==> src/rtl/store_buffer_fifo.sv <==
// Coalescing store buffer between MEM and the D-cache: oldest-first drain, same-cycle forwarding.
// Define STORE_BUFFER_BYTE_EN for per-entry byte masks, byte merging and partial-hit detection.
module store_buffer_fifo #(
    parameter int unsigned DATA_W       = 32,
    parameter int unsigned ADDR_W       = 32,
    parameter int unsigned DEPTH        = 4,
    parameter int unsigned DRAIN_THRESH = 4
) (
    input  logic                       clk,
    input  logic                       rst,
    input  logic                       st_valid,
    input  logic [ADDR_W-1:0]          st_addr,
    input  logic [DATA_W-1:0]          st_data,
    input  logic [DATA_W/8-1:0]        st_be,
    output logic                       st_ready,
    output logic                       sb_stall,
    input  logic                       ld_valid,
    input  logic [ADDR_W-1:0]          ld_addr,
    output logic                       ld_hit,
    output logic [DATA_W-1:0]          ld_data,
    output logic                       ld_partial,
    output logic                       drain_valid,
    output logic [ADDR_W-1:0]          drain_addr,
    output logic [DATA_W-1:0]          drain_data,
    output logic [DATA_W/8-1:0]        drain_be,
    input  logic                       drain_ready,
    input  logic                       flush,
    output logic [$clog2(DEPTH+1)-1:0] count,
    output logic                       empty,
    output logic                       full
);
    localparam int unsigned BE_W  = DATA_W / 8;
    localparam int unsigned PTR_W = $clog2(DEPTH);
    localparam int unsigned CNT_W = $clog2(DEPTH + 1);

    logic [DEPTH-1:0]  valid_q, valid_d;
    logic [ADDR_W-1:0] addr_q [DEPTH];
    logic [ADDR_W-1:0] addr_d [DEPTH];
    logic [DATA_W-1:0] data_q [DEPTH];
    logic [DATA_W-1:0] data_d [DEPTH];
    logic [PTR_W-1:0]  head_q, head_d, tail_q, tail_d;
    logic [CNT_W-1:0]  count_q, count_d;
    logic              drain_valid_q, drain_valid_d;
    logic              flush_pending_q, flush_pending_d;

    logic              st_match, ld_match, alloc, coalesce, drain_hs;
    logic [PTR_W-1:0]  st_idx, ld_idx, ld_scan;
    logic [BE_W-1:0]   st_be_eff;

`ifdef STORE_BUFFER_BYTE_EN
    logic [BE_W-1:0]   be_q [DEPTH];
    logic [BE_W-1:0]   be_d [DEPTH];
    assign st_be_eff = st_be;
    assign drain_be  = be_q[head_q];
`else
    logic              unused_st_be;
    assign unused_st_be = ^st_be;
    assign st_be_eff    = '1;
    assign drain_be     = '1;
`endif

    assign full        = (count_q == CNT_W'(DEPTH));
    assign empty       = (count_q == '0);
    assign count       = count_q;
    assign drain_valid = drain_valid_q;
    assign drain_addr  = addr_q[head_q];
    assign drain_data  = data_q[head_q];

    // The head entry being presented to the cache is frozen and cannot absorb new stores.
    always_comb begin
        st_match = 1'b0;
        st_idx   = '0;
        for (int i = 0; i < DEPTH; i++) begin
            if (valid_q[i] && addr_q[i] == st_addr &&
                !(PTR_W'(i) == head_q && drain_valid_q)) begin
                st_match = 1'b1;
                st_idx   = PTR_W'(i);
            end
        end
    end

    // Scan oldest to youngest so the youngest match overrides.
    always_comb begin
        ld_match = 1'b0;
        ld_idx   = '0;
        ld_scan  = '0;
        for (int k = 0; k < DEPTH; k++) begin
            ld_scan = head_q + PTR_W'(k);
            if (valid_q[ld_scan] && addr_q[ld_scan] == ld_addr) begin
                ld_match = 1'b1;
                ld_idx   = ld_scan;
            end
        end
    end

    assign ld_data = data_q[ld_idx];
`ifdef STORE_BUFFER_BYTE_EN
    assign ld_hit     = ld_valid && ld_match && (&be_q[ld_idx]);
    assign ld_partial = ld_valid && ld_match && !(&be_q[ld_idx]);
`else
    assign ld_hit     = ld_valid && ld_match;
    assign ld_partial = 1'b0;
`endif

    assign st_ready = !full || st_match;
    assign sb_stall = st_valid && !st_ready;
    assign coalesce = st_valid && st_match;
    assign alloc    = st_valid && !st_match && !full;
    assign drain_hs = drain_valid_q && drain_ready;

    always_comb begin
        valid_d = valid_q;
        addr_d  = addr_q;
        data_d  = data_q;
`ifdef STORE_BUFFER_BYTE_EN
        be_d    = be_q;
`endif
        head_d  = head_q;
        tail_d  = tail_q;
        count_d = count_q;
        if (drain_hs) begin
            valid_d[head_q] = 1'b0;
            head_d          = head_q + PTR_W'(1);
        end
        if (coalesce) begin
            for (int b = 0; b < BE_W; b++) begin
                if (st_be_eff[b]) data_d[st_idx][8*b +: 8] = st_data[8*b +: 8];
            end
`ifdef STORE_BUFFER_BYTE_EN
            be_d[st_idx] = be_q[st_idx] | st_be;
`endif
        end else if (alloc) begin
            valid_d[tail_q] = 1'b1;
            addr_d[tail_q]  = st_addr;
            data_d[tail_q]  = st_data;
`ifdef STORE_BUFFER_BYTE_EN
            be_d[tail_q]    = st_be;
`endif
            tail_d          = tail_q + PTR_W'(1);
        end
        count_d = count_q + CNT_W'(alloc) - CNT_W'(drain_hs);

        if (drain_hs) begin
            drain_valid_d = 1'b0;
        end else if (drain_valid_q) begin
            drain_valid_d = 1'b1;
        end else begin
            drain_valid_d = !empty && (count_q >= CNT_W'(DRAIN_THRESH) || flush_pending_q);
        end
        flush_pending_d = (flush_pending_q || (flush && !empty)) && (count_d != '0);
    end

    always_ff @(posedge clk) begin
        if (rst) begin
            valid_q         <= '0;
            head_q          <= '0;
            tail_q          <= '0;
            count_q         <= '0;
            drain_valid_q   <= 1'b0;
            flush_pending_q <= 1'b0;
        end else begin
            valid_q         <= valid_d;
            head_q          <= head_d;
            tail_q          <= tail_d;
            count_q         <= count_d;
            drain_valid_q   <= drain_valid_d;
            flush_pending_q <= flush_pending_d;
        end
    end

    // Payload storage carries no reset; valid bits qualify it.
    always_ff @(posedge clk) begin
        addr_q <= addr_d;
        data_q <= data_d;
`ifdef STORE_BUFFER_BYTE_EN
        be_q   <= be_d;
`endif
    end

endmodule

==> config.mk <==
export PLATFORM = sky130hd
export DESIGN_NAME = store_buffer_fifo
export DESIGN_NICKNAME = d
export VERILOG_FILES = /design/src/rtl/store_buffer_fifo.sv
export SDC_FILE = /design/constraint.sdc
export NUM_CORES = 1
export LEC_CHECK = 0
export BUFFER_PORTS_ARGS = -buffer_cell sky130_fd_sc_hd__buf_2
export CORE_MARGIN = 2
export CORE_UTILIZATION = 60
export CTS_CLUSTER_DIAMETER = 100
export DETAILED_ROUTE_END_ITERATION = 7
export PLACE_DENSITY = 0.92
export SYNTH_ARGS = -nofsm -noshare
export SYNTH_HDL_FRONTEND = slang
export SYNTH_SLANG_ARGS = --single-unit
==> constraint.sdc <==
create_clock -name clk -period 6.55 [get_ports clk]
set_clock_uncertainty 0.2 [all_clocks]
set_input_delay 0.3275 -clock clk [delete_from_list [all_inputs] [get_ports clk]]
set_output_delay 0.3275 -clock clk [all_outputs]
set_load 0.05 [all_outputs]
## Word-level counts from Yosys, hierarchy flattened

Index checks and enable logic that the tools add are counted.

| storage, ports and cells | value |
|---|---|
| register bits after elaboration | 269 |
| output and inout port bits | 110 |
| bits of input ports | 106 |

| cells by class | value |
|---|---|
| equal/unequal tests | 12 |
| bitwise operators | 11 |
| add/sub/neg operators | 6 |
| muxes and demuxes | 70 |
| $lt $le $gt $ge | 17 |
| reductions and logical operators | 46 |

Operators with widths:

| cell | number |
|---|---|
| 128-bit bitwise mux | 6 |
| 128-bit 2-to-1 mux | 5 |
| 32-bit 2-to-1 mux | 14 |
| 32-bit binary-select mux with 2-bit select | 6 |
| 32-bit demux with 2-bit select | 5 |
| 32-bit == test | 8 |
| 1-bit logical AND | 29 |
| 3-bit greater-or-equal comparator, second input constant | 8 |
| 24-bit 2-to-1 mux | 1 |
| 2-bit NOT with 3-bit output | 7 |
| 1-bit 2-to-1 mux | 16 |
| 16-bit 2-to-1 mux | 1 |
| 2-bit by 3-bit < comparator with 1-bit output, second input constant | 5 |
| 2-bit 2-to-1 mux | 6 |
| 4-bit 2-to-1 mux | 3 |
| 1-bit binary-select mux with 2-bit select | 4 |
| 1-bit zero test | 8 |
| 8-bit 2-to-1 mux | 1 |
| 3-bit by 1-bit < comparator with 1-bit output, second input constant | 2 |
| 2-bit by 1-bit adder with 2-bit output, second input constant | 2 |
| 2-bit adder, second input constant | 2 |
| 4-bit bitwise AND | 1 |
| 1-bit demux with 2-bit select | 2 |
| 2-bit == test, first input constant | 2 |
| other kinds (15) | 18 |

## Depth between registers and ports, before layout

| logic depth | value |
|---|---|
| depth after elaboration | 20 |
| mapped depth | 22 |
| depth with buffers taken out | 16 |

## Least setup slack after synthesis

Ideal clock, no wire load.

| timing | value |
|---|---|
| path type | reg-to-output |
| start point | register head_q[1] |
| end point | output ld_data[10] |
| stages on the path, launching flop included | 20 |
| data arrival time | 5128 ps |
| required time | 6023 ps |
| buffers on the path | 9 |
| slack | 895 ps |
| cell sequence | dfxtp_1 buf_2 clkinv_1 buf_1 buf_1 clkbuf_1 ha_1 buf_2 buf_2 buf_1 clkbuf_1 o21ai_0 o31a_1 nor4_2 nand2_2 a21boi_0 a211oi_1 a221o_1 buf_2 mux2_2 |

| on the way | value |
|---|---|
| longest elaborated chain between the ends | 14 |

Ends and longest elaborated chain:

| element | RTL line | source |
|---|---|---|
| start: declaration | 41 | `logic [PTR_W-1:0] head_q, head_d, tail_q, tail_d;` |
| start signal: assignment | 156 | `head_q <= '0;` |
| start signal: assignment | 163 | `head_q <= head_d;` |
| 2-bit by 1-bit adder with 2-bit output or 2-bit NOT with 3-bit output (tied branches) | 88, 89 |  |
| 2-bit NOT with 3-bit output (not written as such) or 32-bit binary-select mux with 2-bit select (tied branches) | 89 | `if (valid_q[ld_scan] && addr_q[ld_scan] == ld_addr) begin` |
| 32-bit binary-select mux with 2-bit select or 32-bit 2-to-1 mux (tied branches) | 89 |  |
| 32-bit 2-to-1 mux (not written as such) | 89 |  |
| 32-bit 2-to-1 mux (not written as such) or 32-bit == test (tied branches) | 89 |  |
| 32-bit == test or 1-bit logical AND (tied branches) | 89 |  |
| 1-bit logical AND or 2-bit 2-to-1 mux (tied branches) | 89 |  |
| 2-bit 2-to-1 mux (2 in series) | 89 |  |
| 2-bit 2-to-1 mux (*) | 89 |  |
| 2-bit NOT with 3-bit output (not written as such) (*) | 96 | `assign ld_data = data_q[ld_idx];` |
| 32-bit binary-select mux with 2-bit select (*) | 96 |  |
| 32-bit 2-to-1 mux (not written as such) (*) (2 in series) | 96 |  |
| end: declaration | 20 | `output logic [DATA_W-1:0] ld_data,` |

Every way passes the cells marked *; elsewhere a longest branch is shown, timed or not. The select of a mux whose other input is x is not followed.

## Worst setup path after layout

| timing | value |
|---|---|
| start point | register head_q[0] |
| end point | output ld_data[29] |

Same word-level chain as after synthesis.

==> flow_summary.ini <==
[setup_path]
path_max_fanout = 96
rr_worst_depth = 18
cpPeakStageDelay_ns = 0.68
cp_num_buf_inv = 3
cp_slowest_cell = mux2i_1
cpLargestDelayFamily = simple AND/OR/NAND/NOR gates
cp.depth = 13
crit_type = reg2out
critPathRequiredTime_ns = 6.02
critPathCaptureType = primary output
critPathArrivalTime_ns = 5.78
crit_chain = buf_4 > mux2i_1 > o22ai_1 > nor4_1 > a31oi_1 > or4_4 > or3_4 > a21boi_4 > buf_12 > or4_1 > o211ai_1 > mux2_2 > buf_2
start_kind = flop

[synth]
synth_edf_count = 256
synth_ff_type = edfxtp_1
avgSynthCellArea_um2 = 10.7
async_reset_ff_frac = 0
yosysSeqAreaShare = 0.392
synthCells = 1893
synthDistinctLibCells = 72
netlist_area_um2 = 20300
ys_seq_elements = 269
ys_warn_count = 0

[global_routing]
grt_use_met3 = 0.0724
grtUsageMet2 = 0.629
grt_max_degree = 112
antenna_found_initial = 2
grt_most_used_layer = met2
grt_pass1_vias = 17000
grt_pass1_wl_um = 105000
globalRouteOverflowTotal = 0
grt_usage = 0.394
gr-usage-met1 = 0.518

[layout]
syn_to_final_growth_pct = 14.0
drive_gt1_frac = 0.222
final_common_cell = edfxtp_1
fin_area_um2 = 23100
nets = 2174
layout_common_cells = 256 x edfxtp_1, 206 x buf_2, 193 x xnor2_1

[timing]
tns_ns = 0
tightest_slew_ns = 1.15
period_share = 0.962
slew-limit-headroom = 0.234
setup_violations = 0
rsz0062_at_grt = false
max_freq_mhz = 159
hold_viol = 0
period_needed_ns = 6.30
drv_slew = 0

[clock_tree]
ctsLongestPathBuffers = 3
cts.sinks = 269
h-tree-depth = 1
clk_pin_slew_worst_paths_ns = 0.06
clk_latency_ns = 0.58
clockRootBuffer = clkbuf_16
cts_tree = built
cts_made_buffers = 30

[power]
ir_drop_mv = 0.274
power.static_leakage_nw = 8.00
p_per_area_nw_per_um2 = 315

[drt]
vias_per_cell = 6.93
drt_wl_total_um = 70600
dr.pass1.iters = 8
postRouteAntennaNets = 0
drt_iter0_markers = 2810
vias = 17600
drt-wirelength-per-cell_um = 27.9
drc = 1

[status]
status = complete, but fails checks
violations = DRC

[floorplan]
core_um2 = 33400
die_x_um = 188
io_pins = 216
std_cell_rows = 67
start_util = 0.607
die_height_um = 188
die_area_um2 = 35300

[placement]
numPortBuffers = 206
placed_cell_area_um2 = 21400
dp_hpwl_um = 49300
gp_congestion = 1.02

[worst_hold_path]
hold_path_class = in2reg
min_delay_path_depth = 3

[job]
maxCapViolCount = 0
[cell type report]
cell class / instances / area, um2
Fill cell: 2319 / 10300
Tap cell: 448 / 561
Timing Repair Buffer: 312 / 2070
Sequential cell: 269 / 7960
Antenna cell: 3 / 7.51
Multi-Input combinational cell: 1389 / 11300
Inverter: 55 / 206
Clock buffer: 37 / 798
Clock inverter: 19 / 235
[cells by family after synthesis]
kind of cell,share of synthesized area
AO/OA/AOI/OAI,0.112
XOR/XNOR,0.0984
adder cells (fa/ha/maj),0.00715
buffers and inverters,0.0551
flip-flops,0.392
multiplexers,0.182
other,0.000370
AND/OR/NAND/NOR,0.154
[through the flow]
step           power [mW]  hold WS, ns  utilization  std cells  setup WS, ns
5_1_grt              7.48        0.164        0.691       2529        0.0733
6_report             7.29        0.120        0.691       2532         0.247
4_1_cts              7.20        0.103        0.690       2528         0.265
2_1_floorplan        4.58        0.199            -       1896         0.895
3_3_place_gp         5.33        0.282        0.639       2405          1.00
3_5_place_dp         5.40        0.295        0.639       2405         0.880
[worst register-to-register path, cell delays in order (launching register included)]
cell           delay [ns]
dfxtp_4              0.64
buf_4                0.99
ha_1                 0.33
a21oi_1              0.07
and3_1               0.23
nand3_1              0.12
nand3_1              0.14
a31o_2               0.28
nor3_1               0.16
buf_4                0.19
inv_1                0.05
ha_1                 0.27
inv_1                0.04
ha_1                 0.18
fa_1                 0.41
xnor2_1              0.15
xnor2_1              0.15
a211oi_1             0.22
dlygate4sd3_1        0.58
[path summary, 6_finish.rpt]
kind	from	end	slack (ns)
setup / recovery	head_q[0]$_SDFFE_PP0P_	ld_data[29]	0.25
hold / removal	drain_ready	drain_valid$_SDFF_PP0_	0.12
setup reg to reg	head_q[0]$_SDFFE_PP0P_	flush_pending_q$_SDFF_PP0_	1.11
hold reg to reg	flush_pending_q$_SDFF_PP0_	drain_valid$_SDFF_PP0_	0.30
[layer usage]
| metal | vias to the layer above | part of all wire |
|---|---|---|
| li1 | 7432 | - |
| met2 | 1416 | 0.46 |
| met4 | 4 | 0.060 |
| met1 | 8438 | 0.37 |
| met3 | 269 | 0.12 |
| met5 | - | 0.00027 |
[what timing repair did]
| item | in CTS | in global routing |
|---|---|---|
| setup endpoints to repair | 0 | 12 |
| hold buffers | 67 | 0 |
| setup buffers | 0 | 1 |
| gates resized for setup | 0 | 1 |
| endpoints found under the hold margin | 269 | 0 |
[sequential cells by signal (all words and copies together) (netlist names)]
name             cells
tail_q               2
addr_q             128
flush_pending_q      1
count                3
drain_valid          1
head_q               2
data_q             128
valid_q              4
[synth_stat cells, types with 18 or more instances]
cell type | count | area share
o211ai_1 | 72 | 0.027
a221oi_2 | 30 | 0.022
nor2b_1 | 101 | 0.031
inv_1 | 53 | 0.0098
xor2_1 | 35 | 0.015
xnor2_1 | 193 | 0.083
mux2i_1 | 156 | 0.077
or4_1 | 35 | 0.013
o22ai_1 | 20 | 0.0062
mux2_2 | 44 | 0.024
clkbuf_1 | 104 | 0.019
nand2_1 | 26 | 0.0048
nor3_1 | 117 | 0.029
buf_2 | 35 | 0.0086
nand4_1 | 41 | 0.013
edfxtp_1 | 256 | 0.38
a21oi_1 | 59 | 0.015
mux4_2 | 70 | 0.078
nor2_1 | 130 | 0.024
and3_1 | 36 | 0.011
buf_1 | 18 | 0.0033
o21ai_0 | 46 | 0.011
and2_1 | 38 | 0.012
[power breakdown]
group	leakage, nW	switching [mW]	total (mW)	internal [mW]
sequential	2.51	0.200	2.33	2.13
clock	0.494	0.734	1.80	1.06
combinational	4.99	2.13	3.16	1.03
Note: power is estimated with default switching activity, not from simulation.
